**config.mk**
```make
export PLATFORM = sky130hd
export DESIGN_NAME = multicycle_ctrl_flat
export DESIGN_NICKNAME = d
export VERILOG_FILES = /design/src/rtl/cpu_ctrl_pkg.sv /design/src/rtl/multicycle_ctrl_if.sv /design/src/rtl/multicycle_ctrl_mem_wait_timer.sv /design/src/rtl/multicycle_ctrl.sv /design/src/flat_wrapper.sv
export SDC_FILE = /design/constraint.sdc
export NUM_CORES = 1
export LEC_CHECK = 0
export BUFFER_PORTS_ARGS = -buffer_cell sky130_fd_sc_hd__buf_4
export CAP_MARGIN = 10
export CELL_PAD_IN_SITES_DETAIL_PLACEMENT = 1
export CELL_PAD_IN_SITES_GLOBAL_PLACEMENT = 2
export CORE_ASPECT_RATIO = 2
export CORE_MARGIN = 2
export CORE_UTILIZATION = 30
export CTS_BUF_LIST = sky130_fd_sc_hd__clkbuf_4 sky130_fd_sc_hd__clkbuf_8
export CTS_CLUSTER_DIAMETER = 80
export DETAILED_ROUTE_END_ITERATION = 12
export GPL_ROUTABILITY_DRIVEN = 1
export PLACE_DENSITY = 0.84
export SYNTH_ARGS = -nofsm -noshare
export SYNTH_HDL_FRONTEND = slang
export SYNTH_SLANG_ARGS = --single-unit
```
**constraint.sdc**
```tcl
create_clock -name clk -period 1.76 [get_ports clk]
set_input_delay 0.176 -clock clk [delete_from_list [all_inputs] [get_ports clk]]
set_output_delay 0.176 -clock clk [all_outputs]
set_load 0.05 [all_outputs]
```
**src/rtl/cpu_ctrl_pkg.sv**
```systemverilog
// Shared encodings for the multicycle CPU controller: opcodes, ALU selects,
// FSM states and datapath mux encodings.
package cpu_ctrl_pkg;

    localparam logic [3:0] OP_NOP  = 4'h0;
    localparam logic [3:0] OP_ADD  = 4'h1;
    localparam logic [3:0] OP_SUB  = 4'h2;
    localparam logic [3:0] OP_ORR  = 4'h3;
    localparam logic [3:0] OP_XORR = 4'h4;
    localparam logic [3:0] OP_LD   = 4'h5;
    localparam logic [3:0] OP_ST   = 4'h6;
    localparam logic [3:0] OP_JMP  = 4'h7;
    localparam logic [3:0] OP_BEQ  = 4'h8;
    localparam logic [3:0] OP_LDI  = 4'h9;
    localparam logic [3:0] OP_NOTI = 4'hA;
    localparam logic [3:0] OP_HLT  = 4'hB;

    localparam logic [2:0] ALU_IDLE  = 3'd0;
    localparam logic [2:0] ALU_ADD   = 3'd1;
    localparam logic [2:0] ALU_SUB   = 3'd2;
    localparam logic [2:0] ALU_OR    = 3'd3;
    localparam logic [2:0] ALU_XOR   = 3'd4;
    localparam logic [2:0] ALU_NOT   = 3'd5;
    localparam logic [2:0] ALU_PASSB = 3'd6;

    localparam logic PC_SRC_SEQ = 1'b0;
    localparam logic PC_SRC_TGT = 1'b1;
    localparam logic WB_SEL_ALU = 1'b0;
    localparam logic WB_SEL_MEM = 1'b1;

    typedef enum logic [2:0] {
        ST_IDLE   = 3'd0,
        ST_FETCH  = 3'd1,
        ST_DECODE = 3'd2,
        ST_EXEC   = 3'd3,
        ST_MEM_RD = 3'd4,
        ST_MEM_WR = 3'd5,
        ST_WB     = 3'd6,
        ST_HALT   = 3'd7
    } state_e;

    // States that hold a memory request open and are guarded by the watchdog.
    function automatic logic is_wait_state(input state_e s);
        logic w;
        case (s)
            ST_FETCH, ST_MEM_RD, ST_MEM_WR: w = 1'b1;
            default:                        w = 1'b0;
        endcase
        return w;
    endfunction

endpackage

```
**src/rtl/multicycle_ctrl_if.sv**
```systemverilog
// Control/status bundle between the multicycle controller (master) and the
// datapath, decoder and memory port (slave).
interface multicycle_ctrl_if #(
    parameter int OPW  = 4,
    parameter int ALUW = 4
);
    logic [OPW-1:0]  opcode;
    logic            zero;
    logic            mem_ready;
    logic            resume;
    logic [ALUW-1:0] alu_op;
    logic            mem_read;
    logic            mem_write;
    logic            ir_write;
    logic            reg_write;
    logic            pc_write;
    logic            pc_src;
    logic            wb_sel;
    logic            halted;
    logic            illegal;
    logic            mem_err;

    modport master (
        input  opcode, zero, mem_ready, resume,
        output alu_op, mem_read, mem_write, ir_write, reg_write, pc_write,
               pc_src, wb_sel, halted, illegal, mem_err
    );

    modport slave (
        output opcode, zero, mem_ready, resume,
        input  alu_op, mem_read, mem_write, ir_write, reg_write, pc_write,
               pc_src, wb_sel, halted, illegal, mem_err
    );
endinterface

```
**src/rtl/multicycle_ctrl_mem_wait_timer.sv**
```systemverilog
// Watchdog for memory handshakes: counts cycles without mem_ready and flags
// expiry once MEM_TIMEOUT idle cycles have elapsed (0 disables it).
module mem_wait_timer #(
    parameter int MEM_TIMEOUT = 15
) (
    input  logic clk,
    input  logic rst_n,
    input  logic clr,
    input  logic wait_en,
    input  logic ready,
    output logic expired
);
    localparam int CW = (MEM_TIMEOUT > 0) ? $clog2(MEM_TIMEOUT + 1) : 1;
    localparam logic [CW-1:0] LIMIT = CW'(MEM_TIMEOUT);

    logic [CW-1:0] cnt_r;
    logic          expired_s;

    // Wait counter, saturating at the limit so it can never wrap.
    always_ff @(posedge clk or negedge rst_n) begin
        if (!rst_n) begin
            cnt_r <= '0;
        end else if (clr) begin
            cnt_r <= '0;
        end else if (wait_en && !ready && (cnt_r != LIMIT)) begin
            cnt_r <= cnt_r + CW'(1);
        end else begin
            cnt_r <= cnt_r;
        end
    end

    // A ready in the same cycle as the limit completes the access instead.
    always_comb begin
        expired_s = 1'b0;
        if ((MEM_TIMEOUT != 0) && wait_en && !ready && (cnt_r == LIMIT)) begin
            expired_s = 1'b1;
        end else begin
            expired_s = 1'b0;
        end
    end

    assign expired = expired_s;

endmodule

```
**src/rtl/multicycle_ctrl.sv**
```systemverilog
// Multicycle control FSM for the 8-bit CPU: sequences FETCH/DECODE/EXEC/MEM/WB,
// handles memory wait states with a watchdog, branches, HALT and bad opcodes.
module multicycle_ctrl
    import cpu_ctrl_pkg::*;
#(
    parameter int OPW         = 4,
    parameter int ALUW        = 4,
    parameter int MEM_TIMEOUT = 15
) (
    input logic               clk,
    input logic               rst_n,
    multicycle_ctrl_if.master bus
);
    state_e          state_r, state_next_s;
    logic [OPW-1:0]  op_q_r;
    logic [3:0]      op4_s;
    logic            legal_s;
    logic            expired_s;

    logic [ALUW-1:0] alu_op_s;
    logic            mem_read_s, mem_write_s, ir_write_s, reg_write_s, pc_write_s;
    logic            pc_src_s, wb_sel_s, halted_s, illegal_s, mem_err_s;

    assign op4_s   = op_q_r[3:0];
    assign legal_s = (op_q_r <= OPW'(OP_HLT));

    mem_wait_timer #(.MEM_TIMEOUT(MEM_TIMEOUT)) u_timer (
        .clk     (clk),
        .rst_n   (rst_n),
        .clr     (state_next_s != state_r),
        .wait_en (is_wait_state(state_r)),
        .ready   (bus.mem_ready),
        .expired (expired_s)
    );

    // State register and opcode latch.
    always_ff @(posedge clk or negedge rst_n) begin
        if (!rst_n) begin
            state_r <= ST_IDLE;
            op_q_r  <= '0;
        end else begin
            state_r <= state_next_s;
            if (state_r == ST_DECODE) begin
                op_q_r <= bus.opcode;
            end else begin
                op_q_r <= op_q_r;
            end
        end
    end

    // Next-state and datapath control decode.
    always_comb begin
        state_next_s = state_r;
        alu_op_s     = ALUW'(ALU_IDLE);
        mem_read_s   = 1'b0;
        mem_write_s  = 1'b0;
        ir_write_s   = 1'b0;
        reg_write_s  = 1'b0;
        pc_write_s   = 1'b0;
        pc_src_s     = PC_SRC_SEQ;
        wb_sel_s     = WB_SEL_ALU;
        halted_s     = 1'b0;
        illegal_s    = 1'b0;
        mem_err_s    = 1'b0;

        case (state_r)
            ST_IDLE: begin
                state_next_s = ST_FETCH;
            end
            ST_FETCH: begin
                if (bus.mem_ready) begin
                    mem_read_s   = 1'b1;
                    ir_write_s   = 1'b1;
                    state_next_s = ST_DECODE;
                end else if (expired_s) begin
                    mem_err_s    = 1'b1;
                    state_next_s = ST_HALT;
                end else begin
                    mem_read_s   = 1'b1;
                end
            end
            ST_DECODE: begin
                state_next_s = ST_EXEC;
            end
            ST_EXEC: begin
                if (!legal_s) begin
                    pc_write_s   = 1'b1;
                    illegal_s    = 1'b1;
                    state_next_s = ST_FETCH;
                end else begin
                    case (op4_s)
                        OP_ADD:  begin alu_op_s = ALUW'(ALU_ADD);   state_next_s = ST_WB; end
                        OP_SUB:  begin alu_op_s = ALUW'(ALU_SUB);   state_next_s = ST_WB; end
                        OP_ORR:  begin alu_op_s = ALUW'(ALU_OR);    state_next_s = ST_WB; end
                        OP_XORR: begin alu_op_s = ALUW'(ALU_XOR);   state_next_s = ST_WB; end
                        OP_NOTI: begin alu_op_s = ALUW'(ALU_NOT);   state_next_s = ST_WB; end
                        OP_LDI:  begin alu_op_s = ALUW'(ALU_PASSB); state_next_s = ST_WB; end
                        OP_LD:   state_next_s = ST_MEM_RD;
                        OP_ST:   state_next_s = ST_MEM_WR;
                        OP_JMP: begin
                            pc_write_s   = 1'b1;
                            pc_src_s     = PC_SRC_TGT;
                            state_next_s = ST_FETCH;
                        end
                        OP_BEQ: begin
                            alu_op_s     = ALUW'(ALU_SUB);
                            pc_write_s   = 1'b1;
                            pc_src_s     = bus.zero;
                            state_next_s = ST_FETCH;
                        end
                        OP_HLT:  state_next_s = ST_HALT;
                        OP_NOP: begin
                            pc_write_s   = 1'b1;
                            state_next_s = ST_FETCH;
                        end
                        default: begin
                            pc_write_s   = 1'b1;
                            illegal_s    = 1'b1;
                            state_next_s = ST_FETCH;
                        end
                    endcase
                end
            end
            ST_MEM_RD: begin
                if (bus.mem_ready) begin
                    mem_read_s   = 1'b1;
                    wb_sel_s     = WB_SEL_MEM;
                    state_next_s = ST_WB;
                end else if (expired_s) begin
                    mem_err_s    = 1'b1;
                    state_next_s = ST_HALT;
                end else begin
                    mem_read_s   = 1'b1;
                end
            end
            ST_MEM_WR: begin
                if (bus.mem_ready) begin
                    mem_write_s  = 1'b1;
                    pc_write_s   = 1'b1;
                    state_next_s = ST_FETCH;
                end else if (expired_s) begin
                    mem_err_s    = 1'b1;
                    state_next_s = ST_HALT;
                end else begin
                    mem_write_s  = 1'b1;
                end
            end
            ST_WB: begin
                reg_write_s  = 1'b1;
                pc_write_s   = 1'b1;
                wb_sel_s     = (op4_s == OP_LD) ? WB_SEL_MEM : WB_SEL_ALU;
                state_next_s = ST_FETCH;
            end
            ST_HALT: begin
                halted_s = 1'b1;
                if (bus.resume) begin
                    pc_write_s   = 1'b1;
                    state_next_s = ST_FETCH;
                end else begin
                    state_next_s = ST_HALT;
                end
            end
            default: begin
                state_next_s = ST_IDLE;
            end
        endcase
    end

    assign bus.alu_op    = alu_op_s;
    assign bus.mem_read  = mem_read_s;
    assign bus.mem_write = mem_write_s;
    assign bus.ir_write  = ir_write_s;
    assign bus.reg_write = reg_write_s;
    assign bus.pc_write  = pc_write_s;
    assign bus.pc_src    = pc_src_s;
    assign bus.wb_sel    = wb_sel_s;
    assign bus.halted    = halted_s;
    assign bus.illegal   = illegal_s;
    assign bus.mem_err   = mem_err_s;

endmodule

```
**src/flat_wrapper.sv**
```systemverilog
// flat-port wrapper written by rule: the top's interface ports become plain ports
module multicycle_ctrl_flat import cpu_ctrl_pkg::*;
#(
    parameter int OPW         = 4,
    parameter int ALUW        = 4,
    parameter int MEM_TIMEOUT = 15
)
  (clk, rst_n, bus_opcode, bus_zero, bus_mem_ready, bus_resume, bus_alu_op, bus_mem_read, bus_mem_write, bus_ir_write, bus_reg_write, bus_pc_write, bus_pc_src, bus_wb_sel, bus_halted, bus_illegal, bus_mem_err);
  multicycle_ctrl_if #(.OPW(OPW), .ALUW(ALUW)) bus_i ();
  input logic clk;
  input logic rst_n;
  input wire logic [$bits(bus_i.opcode)-1:0] bus_opcode;
  input wire logic [$bits(bus_i.zero)-1:0] bus_zero;
  input wire logic [$bits(bus_i.mem_ready)-1:0] bus_mem_ready;
  input wire logic [$bits(bus_i.resume)-1:0] bus_resume;
  output wire logic [$bits(bus_i.alu_op)-1:0] bus_alu_op;
  output wire logic [$bits(bus_i.mem_read)-1:0] bus_mem_read;
  output wire logic [$bits(bus_i.mem_write)-1:0] bus_mem_write;
  output wire logic [$bits(bus_i.ir_write)-1:0] bus_ir_write;
  output wire logic [$bits(bus_i.reg_write)-1:0] bus_reg_write;
  output wire logic [$bits(bus_i.pc_write)-1:0] bus_pc_write;
  output wire logic [$bits(bus_i.pc_src)-1:0] bus_pc_src;
  output wire logic [$bits(bus_i.wb_sel)-1:0] bus_wb_sel;
  output wire logic [$bits(bus_i.halted)-1:0] bus_halted;
  output wire logic [$bits(bus_i.illegal)-1:0] bus_illegal;
  output wire logic [$bits(bus_i.mem_err)-1:0] bus_mem_err;
  assign bus_i.opcode = bus_opcode;
  assign bus_i.zero = bus_zero;
  assign bus_i.mem_ready = bus_mem_ready;
  assign bus_i.resume = bus_resume;
  assign bus_alu_op = bus_i.alu_op;
  assign bus_mem_read = bus_i.mem_read;
  assign bus_mem_write = bus_i.mem_write;
  assign bus_ir_write = bus_i.ir_write;
  assign bus_reg_write = bus_i.reg_write;
  assign bus_pc_write = bus_i.pc_write;
  assign bus_pc_src = bus_i.pc_src;
  assign bus_wb_sel = bus_i.wb_sel;
  assign bus_halted = bus_i.halted;
  assign bus_illegal = bus_i.illegal;
  assign bus_mem_err = bus_i.mem_err;
  multicycle_ctrl #(.OPW(OPW), .ALUW(ALUW), .MEM_TIMEOUT(MEM_TIMEOUT)) u_core (.clk(clk), .rst_n(rst_n), .bus(bus_i));
endmodule
```
==> metrics.log, run 1 <==
[metrics] length of the first detailed-routing pass in iterations: 4
[metrics] Routed met3 length: 36 um
[metrics] post-layout net count: 165
[metrics] Core Footprint: ~0.0030 mm2
[metrics] prevailing post-synth register cell: dfrtp_1
[metrics] count of yosys warnings during synthesis: 0
[metrics] Core Util, Final: 0.480
[metrics] global router's overall resource usage: 0.172
[metrics] critical path buffer and inverter count: 1
[metrics] quantity of I/O buffers inserted on ports: 21
[metrics] proportion of synthesized chip area in sequential cells: 0.293
[metrics] worst-path cell with the longest stage delay: dfrtp_2
[metrics] synthesized netlist cell count: 117
[metrics] Max Buffers Root-to-Sink: 2
[metrics] number of setup violations in the final report: 1
[metrics] routed wirelength normalized by instance count: 15.7 um
[metrics] signal arrival time at the worst endpoint: 1600 ps
[metrics] mapped cell area: around 940 um2
[metrics] post-synthesis average cell area: 8.03 um2
[metrics] startpoint type of the worst setup path: flop
[metrics] final hold vios: 0
[metrics] max-cap violation count: 0
[metrics] Static Leak: a little over 0.0006 uW
[metrics] growth of design area from synthesis to finish: 52.2%
[metrics] synthesized flop and latch total: 11
[metrics] DRC violation count after routing: 0
[metrics] floorplan row count: 28
[metrics] antenna violations before repair: 0
[metrics] overall die width: between 40 and 50 um
[metrics] met2 wirelength from detailed routing: 1.78 mm
[metrics] proportion of layout cells with a drive suffix above 1: 0.506
[metrics] CTS Buf Count: 3
[metrics] clock tree from TritonCTS: yes
[metrics] type of destination of the critical path: output port
[metrics] die area: ~0.0036 mm2
[metrics] upper clock frequency limit: 563 MHz
[metrics] worst clock skew: 3.07 ps
[metrics] # IOs: 23
[metrics] top layer in use: met4
[metrics] worst stage delay on the critical path: around 460 ps
[metrics] EDFF count, synth: 0
[metrics] highest net fanout along the worst path: 7
[metrics] leading cell types by total area after synthesis: dfrtp_1 29%, nor2_1 5.2%, mux2_2 4.8%
[metrics] final critical-path required period: approximately 1800 ps
[metrics] source-to-sink clock delay at the later pin of the worst-skew pair: 240 ps
[metrics] register-to-register path setup slack: about 90 ps
[metrics] instance area after placement: about 0.0012 mm2
[metrics] class of the tightest hold or removal check: input port to flop
[metrics] CP required: about 1600 ps
[metrics] CTS clk-pin slew, worst paths: 50 ps
[metrics] vias in the first global route: 1090
[metrics] final worst path period share: 1.01
[metrics] first-pass GRT wire length: a little under 5 mm
[metrics] Total Wirelength: 2.89 mm
[metrics] Antenna Nets Post-Route: 0
[metrics] power per unit of standard cell area: 2030 mW/mm2
[metrics] worst-case setup margin in the final layout: -16.0 ps
[metrics] Post-synth ARST share: 1.00
[metrics] net count of the mapped netlist: around 130
[metrics] most frequently used cell type in the post-synthesis netlist: nor2_1
[metrics] post-route met1 wirelength: roughly 1.0 mm
[metrics] worst path cell trace: o21bai_1, a21boi_2, nand2_1, mux2i_1, a32o_2, buf_8
[metrics] clk sink count: 11
[metrics] maximum level of the CTS H-tree: 1
[metrics] cell taking the most area after synthesis: dfrtp_1
[metrics] HPWL Detailed: 2.18 mm
[metrics] RSZ-0062 raised after global routing: true
[metrics] largest net degree at the start of global routing: 15
[metrics] routability-driven placement congestion ratio: 0.770
[metrics] diode count: 0
[metrics] initial core utilization: 0.316
[metrics] first-iteration detailed-routing DRC count: 22
[metrics] max-slew violation count: 0
[metrics] Root Buffer: clkbuf_8
[metrics] largest voltage drop on the vdd net: 0.783 mV
[metrics] height of the die: 83.1 um
[metrics] library cells used by synthesis: 42
[metrics] routed vias: roughly 980
[metrics] post-layout instance area: 0.00143 mm2
[metrics] critical path type: flop to output port
[metrics] result of the run: finished, violations left
[metrics] leftover overflow at the end of global routing: 0
[metrics] gate family responsible for the most delay along the worst path: compound AO/OA/AOI/OAI gates
[metrics] placed instance count: ~170
[metrics] violations in the final reports: setup timing
[metrics] cell types with the highest counts after synthesis: 13 x nor2_1, 11 x dfrtp_1, 10 x nand2_1
[metrics] layout filler cell count: 355
[metrics] share of Yosys cell area claimed by the top area cell type: 0.293
[metrics] Cell Count, Final, Fillers Out: 184
[metrics] vias per cell: ~5.3
[report_power, final]
| group | internal (uW) | switching (uW) |
|---|---|---|
| sequential | 359 | 197 |
| combinational | 963 | 1120 |
| clock | 174 | 87.7 |
[per-layer routing]
layer / vias to the layer above / GRT usage
met1: 475 / 0.167
met4: 0 / 0.0661
met5: - / 0
met2: 10 / 0.338
met3: 4 / 0.0130
li1: 490 / -
[final timing paths]
path / startpoint / endpoint / cells past startpoint
worst max-delay path: u_core.op4_s[2] / bus_pc_write / 6
worst min-delay path: bus_opcode[1] / u_core.op4_s[1] / 3
worst max register to register: u_core.op4_s[0] / u_core.u_timer.cnt_r[3] / 5
worst min register to register: u_core.op4_s[0] / u_core.op4_s[0] / 1
max in group asynchronous: rst_n / u_core.state_r[1] / 2
min in group asynchronous: rst_n / u_core.op4_s[3] / 2
[cells in the final DEF (no fill, tap or decap), drive strengths merged, types with 2 or more instances in the layout]
cell     n
buf     43
nor2    13
dfrtp   11
nand2   10
nor3     8
a21oi    6
nand2b   5
nand3    5
mux2     4
clkbuf   4
nor2b    4
and3     3
nand3b   3
mux2i    3
xnor2    3
o211ai   3
o22a     2
or2      2
o21ai    2
[flip-flops by register name (all words and copies together) (netlist names)]
| register | count |
|---|---|
| u_core.op4_s | 4 |
| u_core.u_timer.cnt_r | 4 |
| u_core.state_r | 3 |
[worst min-delay path, cell delays in order]
cell     delay, ps
buf_4           80
nand2_1         40
o21ai_0         70
[cells by family (layout without fill, tap and decap cells)]
family / after synthesis / count (layout) / share of synthesized area
adder cells (fa/ha/maj): 1 / 1 / 0.0133
other: 1 / 1 / 0.00399
buffers and inverters: 12 / 49 / 0.0732
AO/OA/AOI/OAI: 25 / 25 / 0.200
AND/OR/NAND/NOR: 56 / 56 / 0.300
multiplexers: 7 / 7 / 0.0799
flip-flops: 11 / 11 / 0.293
XOR/XNOR: 4 / 4 / 0.0373
[layout make-up]
type | instances | area (um2) | area share
inverters | 1 | 3.75 | 0.00262
multi-input cells | 94 | 706 | 0.493
flip-flops and latches | 11 | 283 | 0.198
clock buffers | 4 | 48.8 | 0.0341
repair buffers | 44 | 352 | 0.246
well taps | 30 | 37.5 | 0.0262
[metrics by stage]
step | worst slack [ps] | power (uW) | hold WS (ps) | TNS, ps
CTS | -17.1 | 2730 | 162 | -17.1
global placement | 99.1 | 2240 | 15.5 | 0
floorplan | -168 | 1790 | -120 | -168
finish | -16.0 | 2900 | 162 | -16.0
global route | -113 | 3120 | 174 | -136
detailed placement | 39.2 | 2290 | 18.3 | 0
[timing repair]
| action | 4_1_cts | 5_1_grt |
|---|---|---|
| hold endpoints to repair | 11 | 0 |
| pin swaps | 1 | 3 |
| endpoints found under the setup margin | 4 | 13 |
| setup buffers | 6 | 2 |
| gates cloned | 0 | 0 |
| hold buffers | 1 | 0 |
| gates resized for setup | 12 | 15 |
Power figures use the tool's default switching activity.
==> inputs of run 2 (changes only) <==
- CELL_PAD_IN_SITES_DETAIL_PLACEMENT: 1 -> 0
- CELL_PAD_IN_SITES_GLOBAL_PLACEMENT: 2 -> 1
- CORE_ASPECT_RATIO: 2 -> not set
- PLACE_DENSITY: 0.84 -> 0.7
- SKIP_CTS_REPAIR_TIMING: not set -> 1
==> run 2 against run 1 <==
The flow still finishes with violations (setup timing). Register-to-register slack improved by 30 ps. Maximum frequency shrank 0.44%. Hold slack lost 28 ps. First-iteration DRC count increased to 2.6 times the previous value. Wire length decreased by 17%. Total power fell by 7.9%. Die area decreased by 0.75%. Critical path type unchanged.
==> metrics.log, run 2 (synthesis results as in run 1) <==
[metrics] commonest non-fill, non-tap cell in the layout: buf_4 (unchanged)
[metrics] CP required: 1580 ps (about the same)
[metrics] largest net degree at the start of global routing: 15 (unchanged)
[metrics] RSZ-0062 raised after global routing: true (unchanged)
[metrics] vias in the first global route: 913 (was 1090)
[metrics] Core Util, Final: 0.467 (was 0.480)
[metrics] result of the run: finished, violations left (unchanged)
[metrics] combinational share of power: 0.741 (was 0.718)
[metrics] internal power: 1350 uW (was 1500 uW)
[metrics] Core Footprint: 0.00303 mm2 (was 0.00298 mm2)
[metrics] diode count: 0 (unchanged)
[metrics] vias per cell: 4.87 (was 5.32)
[metrics] worst clock skew: 8.57 ps (was 3.07 ps)
[metrics] first-pass GRT wire length: 3.85 mm (was 4.89 mm)
[metrics] total negative slack: -37.1 ps (was -16.0 ps)
[metrics] first-iteration detailed-routing DRC count: 58 (was 22)
[metrics] Total Wirelength: 2.38 mm (was 2.89 mm)
[metrics] Max Buffers Root-to-Sink: 2 (unchanged)
[metrics] Antenna Nets Post-Route: 0 (unchanged)
[metrics] startpoint type of the worst setup path: flop (unchanged)
[metrics] upper clock frequency limit: 561 MHz (was 563 MHz)
[metrics] height of the die: 60.0 um (was 83.1 um)
[metrics] sequential cell area in the final layout: 279 um2 (was 283 um2)
[metrics] critical path type: flop to output port (unchanged)
[metrics] relative contribution of the clock network to total power: 0.069 (was 0.090)
[metrics] max-slew violation count: 0 (unchanged)
[metrics] floorplan row count: 20 (was 28)
[metrics] violations in the final reports: setup timing (unchanged)
[metrics] leftover overflow at the end of global routing: 0 (unchanged)
[metrics] clock tree from TritonCTS: yes (unchanged)
[metrics] die area: 0.00360 mm2 (was 0.00362 mm2)
[metrics] area occupied by multi-input gates: 689 um2 (was 706 um2)
[metrics] net switching power figure: 1310 uW (was 1400 uW)
[metrics] power per unit of standard cell area: 1890 mW/mm2 (was 2030 mW/mm2)
[metrics] final worst path period share: 1.01 (about the same)
[metrics] worst path cell trace: ha_4, nand3_4, buf_4, nor4_4, buf_4 (was o21bai_1, a21boi_2, nand2_1, mux2i_1, a32o_2, buf_8)
[metrics] Root Buffer: clkbuf_4 (was clkbuf_8)
[metrics] sequential fraction of design power: 0.190 (was 0.192)
[metrics] final critical-path required period: 1780 ps (about the same)
[metrics] post-layout net count: 166 (was 165)
[metrics] initial core utilization: 0.310 (was 0.316)
[metrics] max-cap violation count: 0 (unchanged)
[metrics] signal arrival time at the worst endpoint: 1610 ps (was 1600 ps)
[metrics] overall die width: 60.0 um (was 43.6 um)
[metrics] Static Leak: 0.000611 uW (was 0.000622 uW)
[metrics] growth of design area from synthesis to finish: 50.3% (was 52.2%)
[metrics] routed wirelength normalized by instance count: 12.0 um (was 15.7 um)
[metrics] maximum level of the CTS H-tree: 1 (unchanged)
[metrics] worst stage delay on the critical path: 420 ps (was 460 ps)
[metrics] layout filler cell count: 312 (was 355)
[metrics] type of destination of the critical path: output port (unchanged)
[metrics] DRC violation count after routing: 0 (unchanged)
[metrics] largest voltage drop on the vdd net: 0.720 mV (was 0.783 mV)
[metrics] instance area after placement: 0.00124 mm2 (was 0.00121 mm2)
[metrics] cell mode on critical path: buf_4
[metrics] CTS clk-pin slew, worst paths: 70 ps (was 50 ps)
[metrics] length of the first detailed-routing pass in iterations: 4 (unchanged)
[metrics] highest net fanout along the worst path: 5 (was 7)
[metrics] Sw Share: 0.492 (was 0.484)
[metrics] class of the tightest hold or removal check: input port to flop (unchanged)
[metrics] proportion of layout cells with a drive suffix above 1: 0.477 (was 0.506)
[metrics] source-to-sink clock delay at the later pin of the worst-skew pair: 270 ps (was 240 ps)
[metrics] quantity of I/O buffers inserted on ports: 21 (unchanged)
[metrics] routed vias: 969 (was 979)
[metrics] routability-driven placement congestion ratio: 0.842 (was 0.770)
[metrics] final hold vios: 0 (unchanged)
[metrics] worst-case setup margin in the final layout: -23.8 ps (was -16.0 ps)
[metrics] worst hold margin: 133 ps (was 162 ps)
[metrics] post-layout instance area: 0.00141 mm2 (was 0.00143 mm2)
[metrics] CTS Buf Count: 3 (unchanged)
[metrics] clk sink count: 11 (unchanged)
[metrics] number of setup violations in the final report: 3 (was 1)
[metrics] # IOs: 23 (unchanged)
[metrics] most used cells in the layout excluding fill and tap cells: 40 x buf_4, 13 x nor2_1, 10 x nand2_1 (was 39 x buf_4, 12 x nor2_1, 10 x nand2_1)
[metrics] worst-path cell with the longest stage delay: dfrtp_1 (was dfrtp_2)
[metrics] global router's overall resource usage: 0.140 (was 0.172)
[metrics] HPWL Detailed: 1.72 mm (was 2.18 mm)
[metrics] antenna violations before repair: 0 (unchanged)
-- run 2: cell type report --
type	count	area share
sequential	11	0.198
multi-input combinational	94	0.488
tap	44	0.0390
timing repair buffer	45	0.252
inverter	1	0.00266
clock buffer	4	0.0213
-- run 2: final timing paths --
kind,slack [ps],startpoint,to,cells past startpoint
setup / recovery,-20,u_core.u_timer.cnt_r[0],bus_mem_err,5
hold / removal,130,bus_opcode[1],u_core.op4_s[1],3
setup reg to reg,120,u_core.u_timer.cnt_r[0],u_core.u_timer.cnt_r[3],7
hold reg to reg,600,u_core.op4_s[2],u_core.op4_s[2],1
max in group asynchronous,1320,rst_n,u_core.state_r[0],2
min in group asynchronous,270,rst_n,u_core.u_timer.cnt_r[1],2
-- run 2: power groups by stage --
stage / registers (uW) / logic (uW) / clock network, uW
6_report: 507 / 1980 / 184
5_1_grt: 534 / 2130 / 201
4_1_cts: 493 / 1760 / 190
3_5_place_dp: 496 / 1760 / 0
3_3_place_gp: 497 / 1740 / 0
2_1_floorplan: 382 / 1410 / 0
-- run 2: metal layers --
layer	up-vias	track usage	wire [um]
met5	-	0	0
met4	0	0.0825	21
met3	2	0.0130	56
met2	10	0.225	1160
met1	460	0.182	1140
li1	497	-	-
-- run 2: stage by stage --
stage | power, uW | instances | setup WS [ps]
after floorplan | 1790 | 117 | -168
after global placement | 2240 | 186 | 119
after detailed placement | 2250 | 186 | 86.2
after CTS | 2440 | 190 | -223
after global routing | 2870 | 199 | -129
final | 2670 | 199 | -23.8
-- run 2: critical path: cells and delay by family (launching register included) --
kind | cells | cell delay, ps
DFF | 1 | 420
adders and majority gates | 1 | 180
and+or+nand+nor | 2 | 330
buffers and inverters | 2 | 400
